===== src/rtl/sram_controller.sv =====
// Sequences a 32-bit MEM-stage load/store as two 16-bit accesses on an external async SRAM.
// While an access is in flight, ready is held low so the pipeline freezes.
module sram_controller #(
    parameter int          WAIT_CYCLES = 2,
    parameter logic [31:0] BASE_ADDR   = 32'd1024
) (
    input  logic        clk,
    input  logic        rst,
    input  logic        MEMwrite,
    input  logic        MEMread,
    input  logic [31:0] address,
    input  logic [31:0] data,
    output logic [31:0] MEM_result,
    output logic        ready,
    output logic [17:0] SRAM_ADDR,
    output logic [15:0] SRAM_DQ_out,
    output logic        SRAM_DQ_oe,
    input  logic [15:0] SRAM_DQ_in,
    output logic        SRAM_WE_N
);

    localparam logic [1:0] S_IDLE = 2'd0;
    localparam logic [1:0] S_LOW  = 2'd1;
    localparam logic [1:0] S_HIGH = 2'd2;
    localparam logic [1:0] S_DONE = 2'd3;

    localparam logic [3:0] LAST_CNT = 4'(WAIT_CYCLES - 1);

    logic [1:0]  state_q, state_d;
    logic [3:0]  cnt_q, cnt_d;
    logic        is_wr_q, is_wr_d;
    logic [31:0] mem_result_q, mem_result_d;
    logic [17:0] sram_addr_q, sram_addr_d;
    logic [15:0] dq_out_q, dq_out_d;

    logic        request;
    logic        last_cnt;
    logic        half_sel;
    logic [31:0] offset;
    logic [16:0] word;
    logic        unused_offset_bits;

    assign request            = MEMread | MEMwrite;
    assign last_cnt           = (cnt_q == LAST_CNT);
    assign offset             = address - BASE_ADDR;
    assign word               = offset[18:2];
    assign unused_offset_bits = ^{offset[31:19], offset[1:0]};
    assign MEM_result         = mem_result_q;

    always_comb begin
        state_d      = state_q;
        cnt_d        = cnt_q;
        is_wr_d      = is_wr_q;
        mem_result_d = mem_result_q;
        half_sel     = 1'b0;
        ready        = 1'b0;
        SRAM_ADDR    = sram_addr_q;
        SRAM_DQ_out  = dq_out_q;
        SRAM_DQ_oe   = 1'b0;
        SRAM_WE_N    = 1'b1;

        case (state_q)
            S_IDLE: begin
                ready = ~request;
                if (request) begin
                    state_d = S_LOW;
                    cnt_d   = 4'd0;
                    // A simultaneous read+write is treated as a write.
                    is_wr_d = MEMwrite;
                end
            end
            S_LOW, S_HIGH: begin
                half_sel  = (state_q == S_HIGH);
                SRAM_ADDR = {word, half_sel};
                if (is_wr_q) begin
                    SRAM_DQ_oe  = 1'b1;
                    SRAM_DQ_out = half_sel ? data[31:16] : data[15:0];
                    // Release WE_N on the final count so addr/data outlive its rising edge.
                    SRAM_WE_N   = last_cnt;
                end
                if (last_cnt) begin
                    cnt_d   = 4'd0;
                    state_d = half_sel ? S_DONE : S_HIGH;
                    if (!is_wr_q) begin
                        if (half_sel) begin
                            mem_result_d[31:16] = SRAM_DQ_in;
                        end else begin
                            mem_result_d[15:0] = SRAM_DQ_in;
                        end
                    end
                end else begin
                    cnt_d = cnt_q + 4'd1;
                end
            end
            S_DONE: begin
                ready   = 1'b1;
                state_d = S_IDLE;
            end
            default: begin
                state_d = S_IDLE;
            end
        endcase

        sram_addr_d = SRAM_ADDR;
        dq_out_d    = SRAM_DQ_out;

        if (rst) begin
            ready = 1'b1;
        end
    end

    always_ff @(posedge clk) begin
        if (rst) begin
            state_q      <= S_IDLE;
            cnt_q        <= 4'd0;
            is_wr_q      <= 1'b0;
            mem_result_q <= 32'd0;
            sram_addr_q  <= 18'd0;
            dq_out_q     <= 16'd0;
        end else begin
            state_q      <= state_d;
            cnt_q        <= cnt_d;
            is_wr_q      <= is_wr_d;
            mem_result_q <= mem_result_d;
            sram_addr_q  <= sram_addr_d;
            dq_out_q     <= dq_out_d;
        end
    end

endmodule


===== config.mk =====
export PLATFORM = sky130hd
export DESIGN_NAME = sram_controller
export DESIGN_NICKNAME = d
export VERILOG_FILES = /design/src/rtl/sram_controller.sv
export SDC_FILE = /design/constraint.sdc
export NUM_CORES = 1
export LEC_CHECK = 0
export CAP_MARGIN = 0
export CORE_UTILIZATION = 45
export CTS_CLUSTER_SIZE = 40
export DETAILED_ROUTE_END_ITERATION = 16
export PLACE_DENSITY = 0.9
export SYNTH_ARGS = -nofsm -noshare
export SYNTH_HDL_FRONTEND = slang
export SYNTH_SLANG_ARGS = --single-unit

===== constraint.sdc =====
create_clock -name clk -period 4.4 [get_ports clk]
set_clock_uncertainty 0.15 [all_clocks]
set_input_delay 0.88 -clock clk [delete_from_list [all_inputs] [get_ports clk]]
set_output_delay 0.88 -clock clk [all_outputs]
set_load 0.005 [all_outputs]

* Word level (Yosys, flattened, before mapping)
Index checks and enable logic that the tools add are counted.
** Storage, ports and cells
- Register bits after elaboration :: 73
- Bits of input ports :: 84
- Word-level logic and storage cells :: 44
** Cells by class
- Add/sub/neg operators :: 2
- Equal/unequal tests :: 6
- Mux-type cells :: 17
- Bitwise gates (word level) :: 4
- Reductions and logical operators :: 8
** Operator list (count)
- 16-bit 2-to-1 mux :: 3
- 19-bit by 11-bit subtractor with 19-bit output, second input constant :: 1
- 18-bit 2-to-1 mux :: 1
- 4-bit 2-to-1 mux :: 2
- 4-bit one-hot mux with 2 select lines :: 1
- 4-bit AND reduction :: 2
- 1-bit 2-to-1 mux :: 6
- 2-bit one-hot mux with 3 select lines :: 1
- 2-bit AND reduction :: 3
- 4-bit by 1-bit adder with 4-bit output, second input constant :: 1
- 2-bit == test, second input constant :: 2
- 4-bit by 1-bit == test with 1-bit output, second input constant :: 1
- 2-bit 2-to-1 mux :: 2
- 2-bit != test, second input constant :: 2
- 1-bit inverter :: 3
- 2-bit by 1-bit == test with 1-bit output, second input constant :: 1
- 2-bit logical NOT :: 1
- 1-bit one-hot mux with 2 select lines :: 1
- 2-bit nonzero test :: 1
- 2-bit OR reduction :: 1
- 1-bit OR :: 1

* Longest topological paths before layout
Gate-level depths: netlist (run 1).
- Word-level depth :: 4
- Depth in mapped cells :: 8
- Depth with buffers taken out :: 5

* Worst setup path after synthesis (run 1)
No wires, ideal clock.
- Path type :: input -> output
- Start :: in address[13]
- End :: out SRAM_ADDR[14]
- Arrival :: 1.918 ns
- Data required time :: 3.370 ns
- Path slack :: 1.452 ns
- Stages :: 3
- Cell sequence :: or4_1 or3_1 a31oi_1
** Between the ends
- Word-level cells in the longest chain between the ends :: 2
** Ends and longest elaborated chain
- start, declared :: line 11 : input logic [31:0] address,
- 19-bit by 11-bit subtractor with 19-bit output :: line 45 : assign offset = address - BASE_ADDR;
- 18-bit 2-to-1 mux :: line 62 : case (state_q)
- end, declared :: line 15 : output logic [17:0] SRAM_ADDR,
Every way passes these cells.

* Final worst setup path (run 1)
- Start :: in address[12]
- End :: out SRAM_ADDR[14]
The elaborated chain is that of the path after synthesis.

==> flow_summary.ini, run 1 <==
[outcome]
status = completed

[critical_path]
crit_top_cell = clkdlybuf4s50_1
r2r_slack_ns = 1.88
rr_worst_depth = 6
arrival_ns = 2.98
r2r-start = state_q[0]
path_buf_inv = 2
critPathSlowestCell = or4_1
cp-start-kind = input port
crit_required_ns = 3.37
critPathKind = input port to primary output
critical_path.top_delay_family = buffers and inverters
critPathCaptureType = primary output
crit_fanout = 5
crit_chain = clkdlybuf4s50_1 > or4_1 > or3_1 > a31oi_1 > clkdlybuf4s50_1
reg2reg_to = MEM_result[11]
cpPeakStageDelay_ns = 0.54
startpoint = address[12]

[grt]
grt_pass1_wl_um = 11900
grt_pass1_vias = 2736
grt_overflow_total = 0
track_usage_pct = 19.5
antenna_found_initial = 0
grt_max_degree = 93

[sta]
whs_ns = 0.325
maxSlewHeadroom_pct = 46.9
finalSetupViolations = 0
worst_slew_pin_slew_ns = 0.797
period_needed_ns = 4.01
hold_violations = 0
max_clock_freq_ghz = 0.249
setup_tns_ns = 0
fin_crit_sh_pct = 91.2
rsz0062_at_grt = no
maxSlewViolCount = 0

[die]
core_region_area_sq_mm = 0.00729
die_h_um = 89.3
row_count = 31
pin_count = 153
die_area_sq_mm = 0.00798
die_w_um = 89.3
start_util_pct = 47.0

[detailed_routing]
drc_errors = 0
drtIter0Drc = 95
wl_per_cell_um = 13.4
dr.pass1.iters = 4
viasPerCell = 5.06
wirelength_um = 7860
ant_nets = 0
via_count = 2962

[place]
finalWeightedCongestion = 0.774
hpwl_um = 5670
place_area_sq_mm = 0.00483
portBuffers = 137

[worst_hold_path]
hold_end = MEM_result[21]
hold_depth = 2
hp-class = register to register
holdCritStartpoint = MEM_result[21]

[job]
max_cap_violations = 0

[clock_tree]
clk_path_buf_depth = 2
cts.sinks = 73
tritoncts = done
postCtsSetupRepairBufs = 0
h-tree-depth = 3
clkTransAtPathRegs_ns = 0.07
cts_buffers = 9
cts_hold_buf = 0
ctsResizeCount = 0
cts_root_buf = clkbuf_8
insertion_delay_ns = 0.33

[yosys]
syn_avg_cell_area_sq_um = 9.72
synth-edff-count = 0
syn_area_sq_mm = 0.00343
syn_inst = 353
synth-seq-cells = 73
synth_flop_cell = dfxtp_1
synth_cell_types = 43
synthesis.nets = 443
synthArstFlopShare_pct = 0
synth_seq_area_share_pct = 42.6
yosysWarnings = 0

[finish]
fin_area_sq_mm = 0.00506
drive_above_1_share_pct = 7.82
utilization_pct = 69.3
fin_nets = 571
areaGrowthSynthToFinish_pct = 47.4
fillers = 596
antenna_cells = 0

[power_and_ir_drop]
p_leak_nw = 1.90
power_mw = 2.84
cellPowerDensity_mw_per_mm2 = 561
peakVddDrop_mv = 0.392
-- registers in the layout (all words and copies together) (netlist names) --
register     flops
cnt_q            4
is_wr_q          1
state_q          2
sram_addr_q     18
MEM_result      32
dq_out_q        16
-- how the worst max path moves through the flow --
stage / end / depth (start not counted)
2_1_floorplan: SRAM_ADDR[14] / 3
4_1_cts: SRAM_ADDR[14] / 5
6_report: SRAM_ADDR[14] / 5
3_5_place_dp: SRAM_ADDR[14] / 5
3_3_place_gp: SRAM_ADDR[14] / 5
5_1_grt: SRAM_ADDR[14] / 5
-- synthesized netlist by cell type (all sizes together) (2+ instances only) --
library cell	count	share of area (%)
nand2	2	0.22
a31oi	2	0.36
o21ai	3	0.44
and2	2	0.36
buf	8	2.1
nor4	5	1.3
ha	6	2.2
nor3b	2	0.44
dfxtp	73	43
a211oi	21	4.6
inv	6	0.66
mux2	10	3.3
nand2b	54	9.8
nand4	2	0.36
a21oi	21	3.1
and4	2	0.51
xnor2	2	0.51
nor3	3	0.44
o32ai	2	0.51
a22oi	2	0.44
nand3	2	0.29
nor2b	13	2.4
nor2	27	3.0
a311oi	2	0.51
or3b	3	0.84
clkbuf	18	2.0
mux2i	50	15
-- where the power goes --
part	total, mW	leakage [nW]	internal [mW]	switching, mW
combinational	1.40	1.19	0.784	0.613
sequential	0.855	0.594	0.800	0.0553
clock	0.586	0.115	0.348	0.238
total	2.84	1.90	1.93	0.906
-- through the flow --
stage               std cells  worst slack [ns]
finish                    585             0.386
global route              585             0.315
floorplan                 353              1.45
global placement          569             0.413
detailed placement        569             0.406
CTS                       585             0.392
-- layout make-up --
class	count	area, sq um	area share (%)
multi-input cells	247	1800	35.7
flip-flops and latches	73	1460	28.9
repair buffers	143	1410	27.9
clock buffers	11	151	2.99
well taps	99	124	2.45
clock inverters	5	77.6	1.53
inverters	7	26.3	0.520
-- layout by cell type, fill, tap and decap left out, types with 3 or more instances in the layout --
cell,netlist,layout
ha_1,6,6
nor2b_1,13,13
nand2b_1,54,54
nor2_1,27,27
a211oi_1,21,21
buf_4,0,6
nor3_1,3,3
a21oi_1,21,21
clkdlybuf4s50_1,0,136
dfxtp_1,73,73
nor4_1,4,4
inv_1,6,6
o21ai_0,3,3
mux2i_1,50,50
mux2_2,10,10
clkbuf_8,0,11
-- worst reg2reg max path: cells and delay by family (launching register included) --
family	cells	cell delay (ns)
AND/OR/NAND/NOR	1	0.34
adder cells (fa/ha/maj)	1	0.54
buffers and inverters	3	0.83
flip-flops	1	0.36
multiplexers	1	0.24
-- routing by layer --
layer  global-route usage [%]  part of all wire, %
met1                     22.0                   43
met2                     33.7                   48
met3                     7.02                  7.8
met4                     7.22                  1.5
met5                        0                    0
-- cells by family after synthesis --
| logic type | share of synthesized area [%] |
|---|---|
| muxes | 17.9 |
| xor gates and xnor gates | 0.511 |
| DFF | 42.6 |
| and+or+nand+nor | 20.8 |
| buffers and inverters | 4.81 |
| adders and majority gates | 2.19 |
| AOI/OAI and AO/OA | 11.2 |
Power figures use the tool's default switching activity.
==> inputs of run 2 (changes only) <==
- clock period: 4.4 -> 4.8 ns (I/O delays scaled with it)
==> run 2 against run 1 <==
  * Via count is 0.91% higher
  * Routed wire length is 0.75% higher
  * Sequential share of layout area hardly changed
  * Final cell count is 0.34% lower
  * Die area stayed put
  * Critical endpoint is now SRAM_ADDR[17]
  * Largest cell class unchanged
  * Largest power group unchanged
==> flow_summary.ini, run 2 (synthesis gave the netlist of run 1 again) <==
[critical_path]
critical_path.top_delay_family = buffers and inverters
crit_chain = clkdlybuf4s50_1 > inv_1 > ha_1 > nor3b_1 > a211oi_1 > nor3_1 > clkdlybuf4s50_1
critPathKind = input port to primary output
crit_top_cell = clkdlybuf4s50_1
path_buf_inv = 3
cpPeakStageDelay_ns = 0.58
crit_required_ns = 3.69
crit_fanout = 4
critPathCaptureType = primary output
critPathSlowestCell = nor3b_1
cp-start-kind = input port
r2r_slack_ns = 2.34
arrival_ns = 3.22

[clock_tree]
postCtsSetupRepairBufs = 0
ctsResizeCount = 0
cts_buffers = 9
clkTransAtPathRegs_ns = 0.07
clk_path_buf_depth = 2
cts_root_buf = clkbuf_8
cts.sinks = 73
h-tree-depth = 3
insertion_delay_ns = 0.33
tritoncts = done
cts_hold_buf = 0

[sta]
worst_slew_pin_slew_ns = 1.20
maxSlewViolCount = 0
setup_ws_ns = 0.469
period_needed_ns = 4.33
setup_tns_ns = 0
finalSetupViolations = 0
maxSlewHeadroom_pct = 19.7
hold_violations = 0
whs_ns = 0.326
rsz0062_at_grt = no
fin_crit_sh_pct = 90.2
max_clock_freq_ghz = 0.231

[finish]
antenna_cells = 0
final_common_cell = clkdlybuf4s50_1
final_cell_mix = clkdlybuf4s50_1, dfxtp_1, nand2b_1
areaGrowthSynthToFinish_pct = 47.2
drive_above_1_share_pct = 7.44
largest_reg_flops = 32
fin_nets = 569
fin_area_sq_mm = 0.00505

[grt]
track_usage_pct = 19.4
grt_pass1_wl_um = 12000
grtUsageMet3_pct = 5.54
grt_max_degree = 93
grt_overflow_total = 0
antenna_found_initial = 0
busiest_layer = met2
met1_usage_pct = 21.1
grt_pass1_vias = 2787
grtUsageMet2_pct = 34.5

[power_and_ir_drop]
cellPowerDensity_mw_per_mm2 = 517
peakVddDrop_mv = 0.361
power_mw = 2.61
p_leak_nw = 1.90

[job]
max_cap_violations = 0

[die]
row_count = 31
die_h_um = 89.3
die_area_sq_mm = 0.00798
start_util_pct = 47.0
pin_count = 153
die_w_um = 89.3
core_region_area_sq_mm = 0.00729

[detailed_routing]
dr.pass1.iters = 4
drtIter0Drc = 127
wl_per_cell_um = 13.6
via_count = 2989
wirelength_um = 7920
drc_errors = 0
ant_nets = 0
viasPerCell = 5.13

[place]
finalWeightedCongestion = 0.761
place_ws_ns = 0.479
place_area_sq_mm = 0.00481
hpwl_um = 5680
portBuffers = 137

[worst_hold_path]
hp-class = register to register

[outcome]
status = completed
## run 2: cell count changes in the layout (fill, tap and decap cells not counted)
cell and delta:
buf_4 -2, clkbuf_8 +1, clkinv_2 -1, clkinv_4 +1, clkinvlp_4 -1
## run 2: final timing paths
path,from,endpoint,cells past startpoint
setup reg to reg,state_q[0],MEM_result[29],4
hold reg to reg,MEM_result[1],MEM_result[1],2
hold / removal,MEM_result[1],MEM_result[1],2
setup / recovery,address[10],SRAM_ADDR[17],7
## run 2: per-layer routing
layer | vias to the layer above | routed length (um)
met4 | 0 | 204
met2 | 113 | 3770
met1 | 1371 | 3350
li1 | 1487 | -
met5 | - | 0
met3 | 18 | 582
## run 2: per-stage QoR
step                utilization, %  std cells
floorplan                        -        353
finish                        69.3        583
global route                  69.3        583
global placement              66.0        567
CTS                           69.3        583
detailed placement            66.0        567
## run 2: layout make-up
cell class                 count  area, sq um
clock buffer                  12          165
clock inverter                 4         73.8
fill                         582         2240
inverter                       7         26.3
multi-input combinational    247         1800
sequential                    73         1460
tap                           99          124
timing repair buffer         141         1400
## run 2: tightest hold or removal path, delay by kind of cell, from the launching register on
family / cells / cell delay, ns
mux: 1 / 0.05
flops: 1 / 0.32
simple gates: 1 / 0.06
## run 2: where the power goes
group          leakage (nW)  switching [mW]  internal, mW
registers             0.594          0.0507         0.733
logic                  1.18           0.562         0.715
clock network         0.123           0.215         0.335
==> inputs of run 3 (changes only) <==
- CORE_MARGIN: not set -> 2
==> run 3 against run 2 <==
  * Routed wire length grew 1.0%
  * Critical path type unchanged
  * Largest power group unchanged
  * Sequential cell count is the same
  * Highest routed layer unchanged
  * Critical path depth is the same
  * Critical endpoint unchanged
  * Largest cell class unchanged
  * Final cell count grew 0.17%
==> flow_summary.ini, run 3 (synthesis gave the netlist of run 1 again) <==
[power_and_ir_drop]
cellPowerDensity_mw_per_mm2 = 514
p_comb_share_pct = 49.5
p_seq_share_pct = 30.3
clkPwrFrac_pct = 20.2
swShare_pct = 32.8
p_int_mw = 1.74
p_leak_nw = 1.89
p_sw_mw = 0.848
peakVddDrop_mv = 0.354

[finish]
areaGrowthSynthToFinish_pct = 46.8
final_cell_mix = clkdlybuf4s50_1, dfxtp_1, nand2b_1
fin_nets = 570
fillers = 549
largest_reg_flops = 32
antenna_cells = 0
fin_area_sq_mm = 0.00504
final_common_cell = clkdlybuf4s50_1
drive_above_1_share_pct = 7.63
final_cells = 584

[grt]
track_usage_pct = 18.9
grt_max_degree = 93
grt_pass1_wl_um = 12900
grt_pass1_vias = 2852
grt_overflow_total = 0
antenna_found_initial = 0

[worst_hold_path]
holdCritStartpoint = MEM_result[15]
hp-class = register to register

[critical_path]
cp.depth = 7
critPathCaptureType = primary output
cpPeakStageDelay_ns = 0.54
reg2reg_to = MEM_result[13]
startpoint = address[10]
critPathKind = input port to primary output
arrival_ns = 3.20
r2r-start = state_q[1]
crit_required_ns = 3.69
rr_worst_depth = 6
r2r_slack_ns = 2.57
critPathSlowestCell = clkdlybuf4s50_1
endpoint = SRAM_ADDR[17]
crit_fanout = 4
path_buf_inv = 3
critical_path.top_delay_family = buffers and inverters
crit_top_cell = clkdlybuf4s50_1
crit_chain = clkdlybuf4s50_1 > inv_1 > ha_1 > nor3b_1 > a211oi_1 > nor3_1 > clkdlybuf4s50_1
cp-start-kind = input port

[clock_tree]
clk_path_buf_depth = 2
tritoncts = done
cts_root_buf = clkbuf_8
ctsResizeCount = 0
postCtsSetupRepairBufs = 0
cts_buffers = 9
h-tree-depth = 3
cts_hold_buf = 0
cts.sinks = 73
clkTransAtPathRegs_ns = 0.07
insertion_delay_ns = 0.33

[place]
place_area_sq_mm = 0.00482
hpwl_um = 5690
portBuffers = 137
finalWeightedCongestion = 0.757
place_inst = 568

[detailed_routing]
viasPerCell = 5.09
drc_errors = 0
ant_nets = 0
wl_per_cell_um = 13.7
wirelength_um = 8000
drtIter0Drc = 104
via_count = 2973
dr.pass1.iters = 4

[sta]
maxSlewHeadroom_pct = 47.5
worst_slew_pin_slew_ns = 0.788
fin_crit_sh_pct = 89.7
finalSetupViolations = 0
maxSlewViolCount = 0
setup_tns_ns = 0
period_needed_ns = 4.31
max_clock_freq_ghz = 0.232
rsz0062_at_grt = no
hold_violations = 0

[die]
die_area_sq_mm = 0.00834
start_util_pct = 46.8
die_w_um = 91.3
pin_count = 153
core_region_area_sq_mm = 0.00733
row_count = 31
die_h_um = 91.3

[outcome]
status = completed

[job]
max_cap_violations = 0
-- run 3: power by group through the flow --
stage	logic (mW)	registers, mW	clock network, mW
floorplan	0.712	0.787	0
global placement	1.26	0.792	0
detailed placement	1.28	0.797	0
CTS	1.29	0.784	0.533
global route	1.40	0.797	0.567
finish	1.28	0.783	0.523
-- run 3: layer usage --
layer	wire, um	vias to the layer above	track usage [%]
li1	-	1496	-
met1	3670	1345	23.5
met2	3680	118	31.0
met3	480	14	4.98
met4	165	0	7.58
met5	0	-	0
-- run 3: worst min-delay path by stage --
stage,endpoint,slack [ns],cells past startpoint
3_5_place_dp,MEM_result[11],0.32,2
3_3_place_gp,MEM_result[11],0.31,2
4_1_cts,MEM_result[15],0.33,2
5_1_grt,MEM_result[27],0.35,2
2_1_floorplan,cnt_q[3],0.31,2
6_report,MEM_result[15],0.32,2
-- run 3: final cells by class --
cell class | instances | area (sq um) | share of cell area (%)
clock buffers | 9 | 124 | 2.46
clock inverters | 7 | 93.8 | 1.86
well taps | 99 | 124 | 2.46
multi-input cells | 247 | 1800 | 35.8
repair buffers | 142 | 1400 | 27.9
flip-flops and latches | 73 | 1460 | 29.0
inverters | 7 | 26.3 | 0.522
-- run 3: worst reg2reg max path, delay by kind of cell (launching register included) --
family / cells / cell delay [ns]
fa+ha+maj: 1 / 0.36
mux: 1 / 0.25
simple gates: 1 / 0.33
buf+inv: 3 / 0.70
flops: 1 / 0.36
-- run 3: metrics by stage --
stage	utilization (%)	worst slack (ns)	power, mW	hold slack (ns)
5_1_grt	68.7	0.270	2.77	0.351
4_1_cts	68.7	0.470	2.61	0.327
2_1_floorplan	-	1.69	1.50	0.313
3_5_place_dp	65.7	0.498	2.08	0.315
3_3_place_gp	65.7	0.577	2.05	0.308
6_report	68.7	0.493	2.59	0.320
